[src/rtl/mem_stage_sync_pkg.sv]
// Shared types and default sizing for the memory-stage advance controller.
package mem_stage_pkg;

  typedef enum logic [1:0] {
    IDLE = 2'd0,
    WAIT = 2'd1,
    ADV  = 2'd2
  } mem_stage_state_e;

  localparam int DEFAULT_NUM_PORTS = 2;
  localparam int DEFAULT_CNT_W     = 8;

endpackage

[src/rtl/mem_stage_sync_resp_capture.sv]
// Sticky per-port response flags: set bits accumulate until cleared by the stage controller.
module resp_capture #(
  parameter int WIDTH = 2
) (
  input  logic             clk,
  input  logic             rst,
  input  logic             flush,
  input  logic             clear,
  input  logic [WIDTH-1:0] set,
  output logic [WIDTH-1:0] done
);

  // A clear and a set in the same cycle reload the flags with the new set bits only,
  // which lets a fresh occupancy capture responses that arrive with its start.
  always_ff @(posedge clk) begin
    if (rst || flush) begin
      done <= '0;
    end else begin
      done <= (clear ? '0 : done) | set;
    end
  end

endmodule

[src/rtl/mem_stage_sync.sv]
// Memory-stage advance controller: waits for every required port to respond, then pulses advance.
module mem_stage_sync
  import mem_stage_pkg::*;
#(
  parameter int NUM_PORTS = DEFAULT_NUM_PORTS,
  parameter int CNT_W     = DEFAULT_CNT_W,
  parameter int TIMEOUT   = 0
) (
  input  logic                 clk,
  input  logic                 rst,
  input  logic                 start,
  input  logic [NUM_PORTS-1:0] need,
  input  logic [NUM_PORTS-1:0] resp,
  input  logic                 flush,
  output logic                 advance,
  output logic                 busy,
  output logic [NUM_PORTS-1:0] pending,
  output logic [CNT_W-1:0]     stall_cycles,
  output logic                 timeout
);

  localparam logic [CNT_W-1:0] CNT_MAX     = '1;
  localparam logic [CNT_W-1:0] TIMEOUT_VAL = CNT_W'(TIMEOUT);
  // A threshold the counter can never reach behaves as disabled rather than aliasing.
  localparam bit TIMEOUT_EN = (TIMEOUT > 0) && (longint'(TIMEOUT) <= longint'(CNT_MAX));

  mem_stage_state_e     state;
  logic [NUM_PORTS-1:0] need_r;
  logic [NUM_PORTS-1:0] done_r;
  logic [NUM_PORTS-1:0] set_vec;
  logic [NUM_PORTS-1:0] eff_need;
  logic [NUM_PORTS-1:0] captured;
  logic                 accept_start;
  logic                 complete;
  logic                 cap_clear;

  // Start is honoured from IDLE and ADV only; completion looks at this cycle's responses too.
  always_comb begin
    accept_start = start && (state != WAIT);
    set_vec      = '0;
    eff_need     = need_r;
    captured     = done_r;
    if (accept_start) begin
      set_vec  = resp & need;
      eff_need = need;
      captured = resp & need;
    end else if (state == WAIT) begin
      set_vec  = resp & need_r;
      captured = done_r | (resp & need_r);
    end
    complete  = (captured == eff_need);
    cap_clear = accept_start || (state != WAIT);
  end

  resp_capture #(
    .WIDTH(NUM_PORTS)
  ) u_capture (
    .clk  (clk),
    .rst  (rst),
    .flush(flush),
    .clear(cap_clear),
    .set  (set_vec),
    .done (done_r)
  );

  always_ff @(posedge clk) begin
    if (rst || flush) begin
      state        <= IDLE;
      need_r       <= '0;
      stall_cycles <= '0;
      timeout      <= 1'b0;
      advance      <= 1'b0;
    end else begin
      advance <= 1'b0;
      case (state)
        WAIT: begin
          if (stall_cycles != CNT_MAX) stall_cycles <= stall_cycles + CNT_W'(1);
          if (TIMEOUT_EN && (stall_cycles == TIMEOUT_VAL)) timeout <= 1'b1;
          if (complete) begin
            state   <= ADV;
            advance <= 1'b1;
          end
        end
        default: begin
          if (start) begin
            need_r       <= need;
            stall_cycles <= '0;
            timeout      <= 1'b0;
            if (complete) begin
              state   <= ADV;
              advance <= 1'b1;
            end else begin
              state <= WAIT;
            end
          end else begin
            state <= IDLE;
          end
        end
      endcase
    end
  end

  assign busy    = (state == WAIT);
  assign pending = busy ? (need_r & ~done_r) : '0;

endmodule

[config.mk]
export PLATFORM = sky130hd
export DESIGN_NAME = mem_stage_sync
export DESIGN_NICKNAME = d
export VERILOG_FILES = /design/src/rtl/mem_stage_sync_pkg.sv /design/src/rtl/mem_stage_sync_resp_capture.sv /design/src/rtl/mem_stage_sync.sv
export SDC_FILE = /design/constraint.sdc
export NUM_CORES = 1
export LEC_CHECK = 0
export BUFFER_PORTS_ARGS = -buffer_cell sky130_fd_sc_hd__buf_2
export CAP_MARGIN = 20
export CORE_MARGIN = 4
export CORE_UTILIZATION = 30
export DETAILED_ROUTE_END_ITERATION = 16
export SLEW_MARGIN = 10
export SYNTH_ARGS = -nofsm -noshare
export SYNTH_HDL_FRONTEND = slang
export SYNTH_SLANG_ARGS = --single-unit
[constraint.sdc]
create_clock -name clk -period 3.05 [get_ports clk]
set_clock_uncertainty 0.15 [all_clocks]
set_input_delay 0.1525 -clock clk [delete_from_list [all_inputs] [get_ports clk]]
set_output_delay 0.1525 -clock clk [all_outputs]
set_load 0.01 [all_outputs]
==> flow_summary.yaml <==
synthesis:
  postSynthCellCount: 95
  netlist.area_leader.share: 0.385
  syn-num-nets: 104
  yosysSeqAreaShare: 0.385
  yosysTopAreaCell: "dfxtp_1"
  ys_ff_latch: 15
  synthTopCellsByArea: "dfxtp_1, a21oi_1, nor2_1"
  syn_area_per_cell_um2: 8.22
  synth_area_um2: 781
  yosysWarnings: 0
  synthFlopType: "dfxtp_1"
  synth_edf_count: 0
  synth_cell_type_count: 40
  async_flop_share: 0
clock_network:
  cts_root_buffer: "clkbuf_4"
  cts_tree: "done"
  clk_latency_ns: 0.28
  htree_levels: 1
  cts.sinks: 15
  clk_path_buf_depth: 2
  cts.repair.resized: 0
  cts_buffers: 3
  path_clk_slew_ns: 0.09
  post-cts-setup-buffers: 0
finish:
  final_util: 0.374
  nNetsFinal: 126
  mostFrequentLayoutCells: "buf_2, dfxtp_1, nor2_1"
  fin_area_um2: 927
  drive_gt1_frac: 0.267
  final_common_cell: "buf_2"
  num_antenna_cells: 0
  fin_cells: 146
  syn_to_final_growth_pct: 18.7
  fill_cells: 291
detailed_routing:
  detail_route.wl_per_cell_um: 12.2
  firstDrtPassIters: 6
  drt_iter0_drc: 21
  ant_nets: 0
  vias: 766
  wl_um: 1780
  drcViolationCount: 0
  viasPerCell: 5.25
power:
  switching_share: 0.248
  sequentialPowerShare: 0.576
  power_leakage_nw: 0.394
  p_int_uw: 262
  p_sw_uw: 86.6
  power_uw: 349
  clock_power_share: 0.333
  ir_drop_v: 0.000247
  p_comb_frac: 0.091
  power_density_nw_per_um2: 376
global_routing:
  overflow: 0
  antenna_found_initial: 0
  grtUsageTotal: 0.122
  grt_first_pass_wirelength_um: 3260
  grt_max_degree: 16
  grt.met2_usage: 0.180
  grt_pass1_vias: 726
  grt_util_met3: 0.0414
  top_usage_layer: "met2"
  grt_use_met1: 0.164
floorplanning:
  coreArea_um2: 2480
  io_pins: 21
  die_w_um: 59.0
  dieArea_um2: 3480
  die_h_um: 59.0
  start_util: 0.315
  rows: 18
placed_design:
  placed_cells: 141
  io_buffer_count: 19
  hpwlAfterDp_um: 1370
  gp_congestion: 0.808
  place_area_um2: 891
  dp_slack_ns: 1.52
sta:
  setup_ws_ns: 1.50
  min_period_ns: 1.55
  finalSetupTns_ns: 0
  fmax_mhz: 646
  holdWs_ns: 0.0196
  setup_viol_count_final: 0
  slew_viol_final: 0
  finalCritPeriodShare: 0.508
  grt_setup_unrepaired: "no"
  hold_viol: 0
worst_setup_path:
  endpoint_kind: "flip-flop"
  start_kind: "flip-flop"
  arrival_ns: 1.62
  rrSetupSlack_ns: 1.50
  critPathTopFamily: "simple AND/OR/NAND/NOR gates"
  worstSetupPathType: "flip-flop to flip-flop"
  worstPathCellList: "ha_1 -> nand4_2 -> nor3_1 -> o21ai_0 -> a21oi_1"
  critical_path.max_stage_delay_ns: 0.39
  crit_required_ns: 3.12
  slowest_stage: "dfxtp_1"
  crit_fanout: 6
  worst-path-buf-inv: 0
job:
  drv_cap: 0
worst_hold_path:
  hold_class: "input port to flip-flop"
run_status:
  status: "completed"
==> synth_stat cells, types with 2 or more instances <==
cell type and number:
nand2_1 9, nor2_1 12, dfxtp_1 15, nor3_1 5
a21oi_1 10, nand3_1 5, nand2b_1 2, o21ai_0 2
a21oi_2 2, inv_1 2, o2111ai_1 2
==> area by class of cell <==
class | instances | area (µm²) | area share
Tap cell | 30 | 37.5 | 0.0405
Inverter | 3 | 16.3 | 0.0175
Sequential cell | 15 | 300 | 0.324
Timing Repair Buffer | 20 | 105 | 0.113
Multi-Input combinational cell | 74 | 442 | 0.476
Clock buffer | 4 | 26.3 | 0.0283
==> power groups by stage <==
stage / clock network [mW] / logic (mW) / registers [mW]
6_report: 0.116 / 0.0317 / 0.201
5_1_grt: 0.131 / 0.0361 / 0.201
4_1_cts: 0.122 / 0.0318 / 0.201
3_5_place_dp: 0 / 0.0308 / 0.205
3_3_place_gp: 0 / 0.0305 / 0.205
2_1_floorplan: 0 / 0.0206 / 0.205
==> cells by family after synthesis <==
group                      count (synthesis)  synth area share
AOI/OAI and AO/OA                         25             0.210
adders and majority gates                  1            0.0160
buffers and inverters                      6            0.0497
DFF                                       15             0.385
muxes                                      1            0.0128
other                                      1           0.00480
and+or+nand+nor                           46             0.322
==> layer usage <==
layer | share of wire | wire (µm) | vias to the layer above
met5 | 0 | 0 | -
met4 | 0.0084 | 15 | 0
li1 | - | - | 385
met1 | 0.48 | 853 | 347
met3 | 0.080 | 142 | 2
met2 | 0.43 | 768 | 32
==> final timing paths <==
path / startpoint / end / depth (start not counted)
max: stall_cycles[0] / stall_cycles[1] / 5
min: resp[0] / u_capture.done[0] / 3
max reg2reg: stall_cycles[0] / stall_cycles[1] / 5
min reg2reg: stall_cycles[1] / stall_cycles[1] / 2
==> what timing repair did <==
item / 4_1_cts / 5_1_grt
hold buffers: 1 / 0
endpoints found under the setup margin: 0 / 0
endpoints found under the hold margin: 1 / 0
==> worst register-to-register path, stage by stage (launching register included) <==
cell and delay [ns]:
dfxtp_1 0.39, ha_1 0.29, nand4_2 0.17, nor3_1 0.24, o21ai_0 0.10, a21oi_1 0.15
==> state kept, by name (all words and copies together), names as in the netlist <==
signal	count
u_capture.done	2
need_r	2
state	2
advance	1
stall_cycles	8
Power figures use the tool's default switching activity.
